===== src/rtl/gpio_switch_debounce_bit.sv =====
// One switch bit: 2-flop synchronizer, consecutive-cycle debounce counter,
// and registered rise/fall strobes that coincide with the level update.
module debounce_bit #(
  parameter int DEBOUNCE_CYCLES = 1000000
) (
  input  logic clk,
  input  logic rst,
  input  logic raw_i,
  output logic level_o,
  output logic rise_o,
  output logic fall_o,
  output logic strobe_next_o
);

  localparam int CNT_W = $clog2(DEBOUNCE_CYCLES + 1);
  localparam logic [CNT_W-1:0] CNT_LAST = CNT_W'(DEBOUNCE_CYCLES - 1);
  localparam logic [CNT_W-1:0] CNT_ONE  = CNT_W'(1);

  logic             sync1_q, sync1_d;
  logic             sync2_q, sync2_d;
  logic             level_q, level_d;
  logic             rise_q,  rise_d;
  logic             fall_q,  fall_d;
  logic [CNT_W-1:0] cnt_q,   cnt_d;

  always_comb begin
    sync1_d = raw_i;
    sync2_d = sync1_q;
    level_d = level_q;
    rise_d  = 1'b0;
    fall_d  = 1'b0;
    cnt_d   = cnt_q;
    if (sync2_q == level_q) begin
      cnt_d = '0;
    end else if (cnt_q == CNT_LAST) begin
      // Accept the new level; the counter clears here so it can never wrap.
      level_d = sync2_q;
      rise_d  = sync2_q;
      fall_d  = ~sync2_q;
      cnt_d   = '0;
    end else begin
      cnt_d = cnt_q + CNT_ONE;
    end
  end

  always_ff @(posedge clk) begin
    if (rst) begin
      sync1_q <= 1'b0;
      sync2_q <= 1'b0;
      level_q <= 1'b0;
      rise_q  <= 1'b0;
      fall_q  <= 1'b0;
      cnt_q   <= '0;
    end else begin
      sync1_q <= sync1_d;
      sync2_q <= sync2_d;
      level_q <= level_d;
      rise_q  <= rise_d;
      fall_q  <= fall_d;
      cnt_q   <= cnt_d;
    end
  end

  assign level_o       = level_q;
  assign rise_o        = rise_q;
  assign fall_o        = fall_q;
  // Next-cycle strobe lets the top register the OR alongside the per-bit strobes.
  assign strobe_next_o = rise_d | fall_d;

endmodule


===== src/rtl/gpio_switch_debounce.sv =====
// Switch-bank conditioner: WIDTH independent debounce_bit slices plus a
// registered any-edge flag aligned with the per-bit strobes.
module gpio_switch_debounce #(
  parameter int WIDTH           = 4,
  parameter int DEBOUNCE_CYCLES = 1000000
) (
  input  logic             SYSTEMCLOCK,
  input  logic             RESET,
  input  logic [WIDTH-1:0] sw_raw,
  output logic [WIDTH-1:0] sw_level,
  output logic [WIDTH-1:0] sw_rise,
  output logic [WIDTH-1:0] sw_fall,
  output logic             sw_changed
);

  logic [WIDTH-1:0] strobe_next;
  logic             sw_changed_q, sw_changed_d;

  for (genvar i = 0; i < WIDTH; i++) begin : g_bit
    debounce_bit #(
      .DEBOUNCE_CYCLES(DEBOUNCE_CYCLES)
    ) u_bit (
      .clk          (SYSTEMCLOCK),
      .rst          (RESET),
      .raw_i        (sw_raw[i]),
      .level_o      (sw_level[i]),
      .rise_o       (sw_rise[i]),
      .fall_o       (sw_fall[i]),
      .strobe_next_o(strobe_next[i])
    );
  end

  always_comb begin
    sw_changed_d = |strobe_next;
  end

  always_ff @(posedge SYSTEMCLOCK) begin
    if (RESET) begin
      sw_changed_q <= 1'b0;
    end else begin
      sw_changed_q <= sw_changed_d;
    end
  end

  assign sw_changed = sw_changed_q;

endmodule


===== config.mk =====
export PLATFORM = sky130hd
export DESIGN_NAME = gpio_switch_debounce
export DESIGN_NICKNAME = d
export VERILOG_FILES = /design/src/rtl/gpio_switch_debounce_bit.sv /design/src/rtl/gpio_switch_debounce.sv
export SDC_FILE = /design/constraint.sdc
export NUM_CORES = 1
export LEC_CHECK = 0
export ABC_AREA = 1
export CAP_MARGIN = 20
export CORE_MARGIN = 2
export CORE_UTILIZATION = 55
export DETAILED_ROUTE_END_ITERATION = 16
export PLACE_DENSITY_LB_ADDON = 0.3
export SYNTH_ARGS = -nofsm -noshare
export SYNTH_HDL_FRONTEND = slang
export SYNTH_SLANG_ARGS = --single-unit

===== constraint.sdc =====
create_clock -name SYSTEMCLOCK -period 2 [get_ports SYSTEMCLOCK]
set_input_delay 0.4 -clock SYSTEMCLOCK [delete_from_list [all_inputs] [get_ports SYSTEMCLOCK]]
set_output_delay 0.4 -clock SYSTEMCLOCK [all_outputs]
set_load 0.02 [all_outputs]

==> results of run 1 <==
Yosys cell counts (all sizes together):
cell,number
nand2,146
nor2,139
dfxtp,101
inv,83
nand3,35
xor2,33
a21oi,26
nor3,24
nand4,20
buf,19
xnor2,8
o21ai,5
ha,4
nand3b,4
nor3b,4
or2,4
and2,2
clkbuf,2
nor4,2
a41oi,1
o21bai,1
path summary, 6_finish.rpt:
| kind | start | end | cells after the start |
|---|---|---|---|
| hold reg to reg | g_bit[1].u_bit.sync1_q | g_bit[1].u_bit.sync2_q | 2 |
| setup / recovery | g_bit[2].u_bit.level_o | sw_level[2] | 1 |
| hold / removal | g_bit[1].u_bit.sync1_q | g_bit[1].u_bit.sync2_q | 2 |
| setup reg to reg | g_bit[2].u_bit.cnt_q[0] | g_bit[2].u_bit.cnt_q[15] | 7 |
per-stage QoR:
| step | setup WS, ns | utilization |
|---|---|---|
| finish | 0.143 | 0.611 |
| global route | 0.0935 | 0.611 |
| CTS | 0.140 | 0.611 |
| detailed placement | 0.134 | 0.587 |
| global placement | 0.190 | 0.587 |
| floorplan | 0.576 | - |
final cells by class:
type | instances | share of cell area
clock inverter | 4 | 0.0137
clock buffer | 12 | 0.0256
tap | 108 | 0.0256
inverter | 83 | 0.0590
timing repair buffer | 25 | 0.0464
multi-input combinational | 458 | 0.447
sequential | 101 | 0.383
per-layer routing:
layer / routed length, um / global-route usage
met5: 0 / 0
met4: 51 / 0.0524
met3: 223 / 0.0387
met2: 4120 / 0.331
met1: 4430 / 0.252
where the power goes:
group	internal (uW)	switching [uW]	leakage, uW
clock	705	663	0.000101
combinational	23.0	31.6	0.000881
sequential	2020	7.50	0.000815
kinds of logic after synthesis:
| group | Yosys count | synth area share |
|---|---|---|
| AO/OA/AOI/OAI | 33 | 0.0370 |
| XOR/XNOR | 41 | 0.0742 |
| adder cells (fa/ha/maj) | 4 | 0.0103 |
| buffers and inverters | 104 | 0.0951 |
| flip-flops | 101 | 0.418 |
| AND/OR/NAND/NOR | 380 | 0.366 |
registers in the layout (all words and copies together), names as in the netlist:
register             flops
g_bit.u_bit.fall_o       4
g_bit.u_bit.sync1_q      4
g_bit.u_bit.sync2_q      4
g_bit.u_bit.cnt_q       80
g_bit.u_bit.rise_o       4
sw_changed               1
g_bit.u_bit.level_o      4
==> results.txt, run 1 <==
Post-DP Area -> 0.00507 mm2
Area share of the largest cell type after synthesis -> 0.418
CP Cell Sequence -> clkdlybuf4s50_1
Slowest stage cell, crit path -> clkdlybuf4s50_1
Worst path max stage delay -> 0.65 ns
Hold_buf cts -> 0
Most frequent cells in the layout -> 140 x nand2_1, 123 x nor2_1, 101 x dfxtp_1, 79 x inv_1, 33 x xor2_1
DRC -> 0
Hold Path Class -> reg -> reg
Seq/Total Area, Yosys -> 0.418
DP Cell Count -> 775
Initial antenna violation count -> 0
PD cells -> 653 mW/mm2
DR iter-0 viols -> 105
H-tree depth -> 3
Final GP Congestion -> 0.833
Sum of negative setup slack -> 0 ns
Final Hold Vio Count -> 0
Mean cell area of the mapped netlist -> 7.30 um2
Fraction of layout cells with a size suffix above 1 -> 0.0937
DR vias/cell -> 4.91
Vias in the first global route -> 3,629
VDD IR-drop max -> 0.000380 V
Synth area leader -> dfxtp_1
Final net count -> 688
Buffers and inverters on the worst path -> 1
Die Wd -> 97.8 um
Sink Count -> 101
Critical Path RT -> 1.60 ns
Cts bufs inserted -> 9
I/O pin count -> 19
Slew @ Worst Pin -> 0.363 ns
Critical path type -> reg -> out
CTS tree -> built
FMAX -> 538 MHz
Synth Warn # -> 0
Outcome -> complete, no violations
Largest cells by area after synthesis -> dfxtp_1 42%, nand2_1 11%, nor2_1 9.5%
Die Area -> 0.00957 mm2
Tot GR Track Use -> 0.194
Max Slew Vio Count -> 0
Arrival time at the worst endpoint -> 1.46 ns
Initial Util -> 0.561
First-pass GRT wire length -> 15,600 um
Antenna-violating nets left -> 0
Largest net degree at the start of global routing -> 21
Wirelength per Cell -> 11.2 um
Setup-failing EPs final -> 0
Root buffer cell -> clkbuf_8
Vias -> 3,887
Cell Area, Synth -> 0.00484 mm2
Layout area overhead -> 9.07%
Fin cells -> 791
Min Tclk post-route -> 1.86 ns
Synth Instances -> 663
Clk buf depth -> 2
Design area -> 0.00528 mm2
Post-CTS Setup Repair Bufs -> 0
Post-synthesis cell type count -> 35
Seq cells post-synth -> 101
Clock Latency Late Sink -> 0.35 ns
Post-route clock skew -> 0.00892 ns
Die Ht -> 97.8 um
Routed WL -> 8820 um
Commonest non-fill, non-tap cell in the layout -> nand2_1
Post-CTS resize count -> 0
PortBufs -> 18
RSZ-0062 raised after global routing -> no
Cell row count -> 34
Hold Slack -> 0.413 ns
Crit end category -> primary output
Drt first pass iters -> 4
Clk slew on worst S/H paths -> 0.09 ns
Core area -> 0.00864 mm2
Final period utilization -> 0.929
Crit path launch type -> register
Worst-path maximum fanout -> 5
Total grt overflow -> 0
Diodes inserted -> 0
Reg area -> 0.00202 mm2
Rel. slew slack -> 0.756
Cell family with most CP delay -> buffers and inverters
Post-Syn Nets -> 673
Reg2reg setup slack -> 0.31 ns
Max_cap viols -> 0
Tot Pwr -> 3450 uW
FILL cells -> 775
DP HPWL -> 6620 um
Leakage power -> 0.00180 uW
Area of the multi-input gates -> 0.00236 mm2
Power figures use the tool's default switching activity.
==> run 2: changes to the inputs <==
--- a/config.mk
+++ b/config.mk
@@ -11,4 +11,5 @@
 export CORE_UTILIZATION = 55
 export DETAILED_ROUTE_END_ITERATION = 16
+export GPL_ROUTABILITY_DRIVEN = 0
 export PLACE_DENSITY_LB_ADDON = 0.3
 export SYNTH_ARGS = -nofsm -noshare
==> constraint.sdc (replaced) <==
create_clock -name SYSTEMCLOCK -period 2 [get_ports SYSTEMCLOCK]
set_input_delay 0.3 -clock SYSTEMCLOCK [delete_from_list [all_inputs] [get_ports SYSTEMCLOCK]]
set_output_delay 0.3 -clock SYSTEMCLOCK [all_outputs]
set_load 0.02 [all_outputs]
==> results.txt, run 2 (synthesis gave the netlist of run 1 again) <==
CTS tree -> built
Vias -> 3,887 (unchanged)
CP Cell Sequence -> clkdlybuf4s50_1
PD cells -> 658 mW/mm2 (+0.67%)
Post-route clock skew -> 0.00947 ns (+0.000551 ns)
PortBufs -> 18 (unchanged)
H-tree depth -> 3 (unchanged)
Hold_buf cts -> 0 (unchanged)
RSZ-0062 raised after global routing -> no
Largest net degree at the start of global routing -> 21 (unchanged)
Slowest stage cell, crit path -> clkdlybuf4s50_1
DP HPWL -> 6450 um (-2.7%)
Die Wd -> 97.8 um (unchanged)
Critical path origin -> g_bit[2].u_bit.level_o
Cell family with most CP delay -> buffers and inverters
Crit path launch type -> register
Fin cells -> 789 (-0.25%)
Vias in the first global route -> 3,699 (+1.9%)
VDD IR-drop max -> 0.000466 V (+23%)
Total grt overflow -> 0 (unchanged)
Root buffer cell -> clkbuf_8
Arrival time at the worst endpoint -> 1.46 ns (about the same)
Finished Core Util -> 0.610 (-0.00174)
Max Slew Vio Count -> 0 (unchanged)
Most frequent cells in the layout -> 140 x nand2_1, 123 x nor2_1, 101 x dfxtp_1, 79 x inv_1, 33 x xor2_1
Max_cap viols -> 0 (unchanged)
Final Hold Vio Count -> 0 (unchanged)
Wirelength per Cell -> 11.1 um (-0.47%)
Clock Latency Late Sink -> 0.36 ns (about the same)
Routed WL -> 8760 um (-0.73%)
Sink Count -> 101 (unchanged)
Largest Register -> g_bit.u_bit.cnt_q
Crit end category -> primary output
Reg2reg start -> g_bit[2].u_bit.cnt_q[0]
Initial Util -> 0.561 (unchanged)
Initial antenna violation count -> 0 (unchanged)
Rel. slew slack -> 0.754 (-0.00183)
Critical path type -> reg -> out
DR iter-0 viols -> 123 (+17%)
Worst-path maximum fanout -> 5 (unchanged)
Outcome -> complete, no violations
Final period utilization -> 0.880 (-0.0490)
Core area -> 0.00864 mm2 (unchanged)
Layout area overhead -> 8.76%
Sum of negative setup slack -> 0 ns (unchanged)
Clk slew on worst S/H paths -> 0.09 ns (about the same)
Met1 GRT Util -> 0.256 (+0.00421)
Tot Pwr -> 3460 uW (+0.38%)
Setup-failing EPs final -> 0 (unchanged)
Final net count -> 686 (-0.29%)
Buffers and inverters on the worst path -> 1 (unchanged)
Slew @ Worst Pin -> 0.365 ns (+0.00272 ns)
Clk buf depth -> 2 (unchanged)
Drt first pass iters -> 4 (unchanged)
Hold Path Class -> reg -> reg
Die Ht -> 97.8 um (unchanged)
Antenna-violating nets left -> 0 (unchanged)
I/O pin count -> 19 (unchanged)
Max FFs per register -> 80 (unchanged)
DR vias/cell -> 4.93 (+0.25%)
Fraction of layout cells with a size suffix above 1 -> 0.0954 (+0.00174)
FMAX -> 568 MHz (+5.6%)
DP Cell Count -> 773 (-0.26%)
GR peak layer -> met2
Diodes inserted -> 0 (unchanged)
First-pass GRT wire length -> 15,900 um (+1.8%)
Min Tclk post-route -> 1.76 ns (-0.0980 ns)
Post-CTS Setup Repair Bufs -> 0 (unchanged)
DRC -> 0 (unchanged)
HP Start -> g_bit[1].u_bit.sync1_q
Cts bufs inserted -> 9 (unchanged)
Tot GR Track Use -> 0.199 (+0.00517)
Met2 usage -> 0.335 (+0.00477)
Post-CTS resize count -> 0 (unchanged)
Die Area -> 0.00957 mm2 (unchanged)
Critical Path RT -> 1.70 ns (+0.10 ns)
Met3 usage -> 0.0444 (+0.00573)
Leakage power -> 0.00179 uW (-0.36%)
Worst path max stage delay -> 0.65 ns (about the same)
Commonest non-fill, non-tap cell in the layout -> nand2_1
Cell row count -> 34 (unchanged)
## run 2: changes by cell type in the layout (fill, tap and decap cells not counted), sizes merged
cell / change
buf: -2
bufinv: -1
clkinv: +1
## run 2: through the flow
stage / setup WS [ns] / instance area [um2] / hold WS (ns)
after CTS: 0.237 / 5270 / 0.405
after global routing: 0.0843 / 5270 / 0.426
after global placement: 0.336 / 5040 / 0.394
after detailed placement: 0.275 / 5040 / 0.396
after floorplan: 0.576 / 4840 / 0.388
final: 0.241 / 5270 / 0.405
## run 2: final timing paths
kind	end	slack (ns)	cells past startpoint
hold reg to reg	g_bit[1].u_bit.sync2_q	0.41	2
setup reg to reg	g_bit[2].u_bit.cnt_q[16]	0.27	7
setup / recovery	sw_level[2]	0.24	1
hold / removal	g_bit[1].u_bit.sync2_q	0.41	2
## run 2: where the power goes
| group | internal, uW | switching (uW) |
|---|---|---|
| Sequential | 2020 | 7.09 |
| Combinational | 20.4 | 31.6 |
| Clock | 686 | 699 |
## run 2: layer usage
metal	vias to the layer above	part of all wire
li1	2072	-
met1	1756	0.48
met2	46	0.47
met3	13	0.032
met4	0	0.013
met5	-	0
## run 2: cell type report
cell class	count	area, um2
fillers	774	3370
well taps	108	135
flip-flops and latches	101	2020
repair buffers	23	218
clock inverters	4	55.1
multi-input cells	458	2360
clock buffers	12	165
inverters	83	312
## run 2: worst reg2reg max path: stages (launching register included)
cell and delay, ns:
dfxtp_1 0.43, ha_1 0.23, nand3_2 0.16, nor2_1 0.24, nand2_1 0.14, nand3_1 0.09
buf_4 0.25, nor2_1 0.08
==> RTL edit 1, RTL diff (flow settings as in run 1) <==
The output `sw_changed` loses its register stage (`sw_changed_q` becomes a continuous assignment).
--- a/src/rtl/gpio_switch_debounce.sv
+++ b/src/rtl/gpio_switch_debounce.sv
@@ -35,11 +35,5 @@
   end
 
-  always_ff @(posedge SYSTEMCLOCK) begin
-    if (RESET) begin
-      sw_changed_q <= 1'b0;
-    end else begin
-      sw_changed_q <= sw_changed_d;
-    end
-  end
+  assign sw_changed_q = sw_changed_d;
 
   assign sw_changed = sw_changed_q;
Check against the original RTL: same outputs for any inputs over 10 cycles, from zero or initial values and one cycle with RESET high; that may be too few to reach the edited logic, so the function may still have changed.
==> RTL edit 1 against run 1 <==
  * Utilization rose by 8.3 points
  * Worst setup slack got worse by 0.12 ns
  * Routed wire length grew 21%
  * Maximum frequency decreased by 6.3%
  * Final cell count up 13%
  * Critical path type unchanged
  * Critical endpoint is now sw_changed
  * Design area increased by 13%
  * Combinational power is 12% higher
  * Total power shrank 2.4%
  * Synthesized area is 0.96% lower
  * Clock skew increased by 0.00086 ns
  * Sequential cell count decreased by 1
  * Non-clock buffer count is 89 higher
==> RTL edit 1: results (changes against run 1) <==
- Outcome: completed (unchanged)
- RR Startpoint: g_bit[1].u_bit.cnt_q[1]$_SDFF_PP0_ (was g_bit[2].u_bit.cnt_q[0]$_SDFF_PP0_)
- Met2 usage: 40.4% (was 33.1%)
- Seq/Total Area, Yosys: 41.8% (about the same)
- Met1 wire length: 4690 um (was 4430 um)
- Max_slew headroom: 79.0% (was 75.6%)
- Worst VDD drop: 0.333 mV (was 0.380 mV)
- Dpl ws: -0.159 ns (was 0.134 ns)
- Drt via density: 5.04 (was 4.91)
- # nets final: 791 (was 688)
- Final wirelength: 10,700 um (was 8820 um)
- Hold_sp: g_bit[0].u_bit.sync1_q$_SDFF_PP0_ (was g_bit[1].u_bit.sync1_q$_SDFF_PP0_)
- Global-route wire length before repair: 18,200 um (was 15,600 um)
- Max FO, Critical Path: 3 (was 5)
- GR Util met1: 27.4% (was 25.2%)
- Final Skew: 0.00978 ns (was 0.00892 ns)
- Crit path max-delay cell type: dfxtp_1 (was clkdlybuf4s50_1)
- Max Root-Sink Buffers: 2 (unchanged)
- Placed cell areas: 5650 um^2 (was 5070 um^2)
- Routing usage on met3: 3.67% (was 3.87%)
- Metal2 WL: 5410 um (was 4120 um)
- Inst Count DP: 873 (was 775)
- Lkg Pwr: 2.17 nW (was 1.80 nW)
- Share of cells above drive strength 1: 20.7% (was 9.37%)
- Commonest cells in the netlist: nor2_1, nand2_1, dfxtp_1 (was nand2_1, nor2_1, dfxtp_1)
- Vias: 4,499 (was 3,887)
- Met3 wire length: 368 um (was 223 um)
- Clk slew on worst S/H paths: 0.09 ns (about the same)
- Worst r2r dst: g_bit[1].u_bit.cnt_q[18]$_SDFF_PP0_ (was g_bit[2].u_bit.cnt_q[15]$_SDFF_PP0_)
- Detailed Route Iter0 Violations: 151 (was 105)
- Largest cells by area after synthesis: dfxtp_1, nor2_1, nand2_1 (was dfxtp_1, nand2_1, nor2_1)
- Syn_nets: 686 (was 673)
- WHS: 0.419 ns (was 0.413 ns)
- CP peak stage delay: 0.32 ns (was 0.65 ns)
- Fillers: 693 (was 775)
- Crit path arrival time: 1.58 ns (was 1.46 ns)
- P&R area growth vs syn: 24.5% (was 9.07%)
- R2R depth: 8 (was 7)
- Hold Path End: g_bit[0].u_bit.sync2_q$_SDFF_PP0_ (was g_bit[1].u_bit.sync2_q$_SDFF_PP0_)
- Crit path from: g_bit[0].u_bit.cnt_q[10]$_SDFF_PP0_ (was g_bit[2].u_bit.level_o$_SDFFE_PP0P_)
- Critical path endpoint: sw_changed (was sw_level[2])
- Gr usage total: 22.5% (was 19.4%)
- Worst R2R Setup Slack: 0.33 ns (was 0.31 ns)
- Initial antenna violation count: 0 (unchanged)
- Yosys cell types: 29 (was 35)
- Minimum clock period: 1.98 ns (was 1.86 ns)
- Post-DP HPWL: 7650 um (was 6620 um)
- CP delay by family, top: simple AND/OR/NAND/NOR gates (was buffers and inverters)
- Synth Instances: 676 (was 663)
- RePlAce Congestion: 0.860 (was 0.833)
- Number of global-route vias before repair: 4,364 (was 3,629)
-- RTL edit 1: cell type report --
class | instances | area share [%]
multi-input cells | 495 | 41.7
repair buffers | 114 | 15.3
flip-flops and latches | 100 | 33.7
inverters | 61 | 3.83
clock buffers | 12 | 2.60
well taps | 108 | 2.26
clock inverters | 2 | 0.587
-- RTL edit 1: logic make-up (layout without fill, tap and decap cells) --
group	after synthesis	after routing	synth area share, %
xor+xnor	38	38	6.94
compound gates	38	38	4.15
simple gates	415	415	38.2
fa+ha+maj	4	4	1.04
flops	100	100	41.8
buf+inv	81	189	7.93
-- RTL edit 1: power breakdown --
part / internal (mW) / switching [mW]
clock: 0.633 / 0.666
sequential: 2.00 / 0.00698
combinational: 0.0265 / 0.0350
-- RTL edit 1: what timing repair did --
item                       4_1_cts  5_1_grt
resized for setup               22       13
pin swaps                        3        7
setup endpoints to repair        1        1
buffers inserted                 1        4
==> RTL edit 2, RTL diff (settings of run 1) <==
Without the edit above. `DEBOUNCE_CYCLES` is set to 1000000 in 2 places; all go to 2000000.
--- a/src/rtl/gpio_switch_debounce_bit.sv
+++ b/src/rtl/gpio_switch_debounce_bit.sv
@@ -2,5 +2,5 @@
 // and registered rise/fall strobes that coincide with the level update.
 module debounce_bit #(
-  parameter int DEBOUNCE_CYCLES = 1000000
+  parameter int DEBOUNCE_CYCLES = 2000000
 ) (
   input  logic clk,
--- a/src/rtl/gpio_switch_debounce.sv
+++ b/src/rtl/gpio_switch_debounce.sv
@@ -3,5 +3,5 @@
 module gpio_switch_debounce #(
   parameter int WIDTH           = 4,
-  parameter int DEBOUNCE_CYCLES = 1000000
+  parameter int DEBOUNCE_CYCLES = 2000000
 ) (
   input  logic             SYSTEMCLOCK,
Behaviour: no difference found for any inputs over 10 cycles, from zero or initial values and one cycle with RESET high; that may be too few to reach the edited logic, so the function may still have changed.
==> RTL edit 2 against run 1 <==
  * Worst setup slack gained 0.0061 ns
  * Total power grew 7.9%
  * Sequential share of layout area grew 0.27 points
  * Sequential cell count grew 4
  * Design area grew 3.2%
  * Clock power grew 15%
  * Synthesized area grew 4.2%
  * Utilization grew 0.75 points
  * Via count grew 11%
  * Combinational power shrank 7.9%
  * Count of clock-buffer cells in the layout shrank 3
  * Die area grew 4.0%
  * Clock skew grew 0.0018 ns
  * Routed wire length grew 10%
==> RTL edit 2: results (changes against run 1) <==
- Outcome: completed (unchanged)
- Seq/Total Area, Yosys: 41.7% (was 41.8%)
- Clk_lat worst skew: 0.37 ns (was 0.35 ns)
- Async S/R FF share, synth: 0% (unchanged)
- Postcts setup bufs: 0 (unchanged)
- R2R depth: 6 (was 7)
- Drt via density: 5.16 (was 4.91)
- Port-buffer cells: 18 (unchanged)
- Clk slew on worst S/H paths: 0.10 ns
- Syn avg cell area: 7.05 um^2 (was 7.30 um^2)
- Final Skew: 0.0107 ns (was 0.00892 ns)
- Top reg by flops: g_bit.u_bit.cnt_q (unchanged)
- Post-CTS sizing: 0 (unchanged)
- Max FO, Critical Path: 4 (was 5)
- Number of CTS-inserted buffers: 9 (unchanged)
- Yosys cell types: 28 (was 35)
- Pin count of the biggest net entering global routing: 22 (was 21)
- Worst VDD drop: 0.441 mV (was 0.380 mV)
- Hold Path Cell Cnt: 2 (unchanged)
- Syn_nets: 725 (was 673)
- CP delay by family, top: buffers and inverters (unchanged)
- Lkg Pwr: 1.69 nW (was 1.80 nW)
- Share of cells above drive strength 1: 6.85% (was 9.37%)
- GR Util met1: 27.2% (was 25.2%)
- DR WL/cell: 11.6 um (was 11.2 um)
- Routing usage on met3: 4.57% (was 3.87%)
- Detailed Route Iter0 Violations: 183 (was 105)
- # nets final: 735 (was 688)
- Clk root buf: clkbuf_8 (unchanged)
- Post-DP HPWL: 7260 um (was 6620 um)
- Crit path arrival time: 1.45 ns
- Worst slew pin tran: 0.428 ns (was 0.363 ns)
- Max reg flops: 84 (was 80)
- RePlAce Congestion: 0.862 (was 0.833)
- Number of global-route vias before repair: 4,085 (was 3,629)
- Met2 usage: 35.6% (was 33.1%)
- Largest cells by area after synthesis: dfxtp_1, nand2_1, nor2_1 (unchanged)
- Inst Count DP: 822 (was 775)
- Commonest cells in the netlist: nand2_1, nor2_1, dfxtp_1 (unchanged)
- Switching share of power: 20.7% (was 20.4%)
- Ant. Diodes: 0 (unchanged)
- Final wirelength: 9740 um (was 8820 um)
- Max Root-Sink Buffers: 2 (unchanged)
- Gr usage total: 21.2% (was 19.4%)
- Global-route wire length before repair: 17,500 um (was 15,600 um)
[RTL edit 2: path summary, 6_finish.rpt]
kind                                       start                                   to  slack [ns]
max reg2reg   g_bit[2].u_bit.cnt_q[0]$_SDFF_PP0_  g_bit[2].u_bit.cnt_q[13]$_SDFF_PP0_        0.22
max          g_bit[1].u_bit.level_o$_SDFFE_PP0P_                          sw_level[1]        0.15
min reg2reg    g_bit[0].u_bit.sync1_q$_SDFF_PP0_    g_bit[0].u_bit.sync2_q$_SDFF_PP0_        0.41
min            g_bit[0].u_bit.sync1_q$_SDFF_PP0_    g_bit[0].u_bit.sync2_q$_SDFF_PP0_        0.41
[RTL edit 2: cell type report]
type	instances	area, um^2
fill	803	3360
tap	108	135
multi-input combinational	507	2460
clock inverter	7	118
clock buffer	9	124
sequential	105	2100
inverter	81	304
timing repair buffer	21	203
[RTL edit 2: cells by family after synthesis]
group | Yosys count | share of synthesized area, %
xor gates and xnor gates | 35 | 6.08
adders and majority gates | 4 | 0.992
buffers and inverters | 103 | 9.45
AOI/OAI and AO/OA | 52 | 5.26
and+or+nand+nor | 416 | 36.5
DFF | 105 | 41.7
[RTL edit 2: power groups by stage]
stage                     sequential [mW]  clock, mW  combinational (mW)
after floorplan                      2.15          0              0.0367
after global placement               2.15          0              0.0493
after detailed placement             2.15          0              0.0508
after CTS                            2.11       1.60              0.0510
after global routing                 2.11       1.67              0.0568
final                                2.11       1.57              0.0503
[RTL edit 2: metrics by stage]
step	setup slack, ns	cell area (um^2)	hold slack [ns]
after floorplan	0.586	5040	0.388
after global placement	0.272	5210	0.396
after detailed placement	0.200	5210	0.399
after CTS	0.140	5450	0.414
after global routing	0.0432	5450	0.432
final	0.149	5450	0.410
[RTL edit 2: metal layers]
metal	share of wire (%)	up-vias
li1	-	2268
met1	47	1970
met2	48	70
met3	3.5	13
met4	1.4	0
met5	0	-
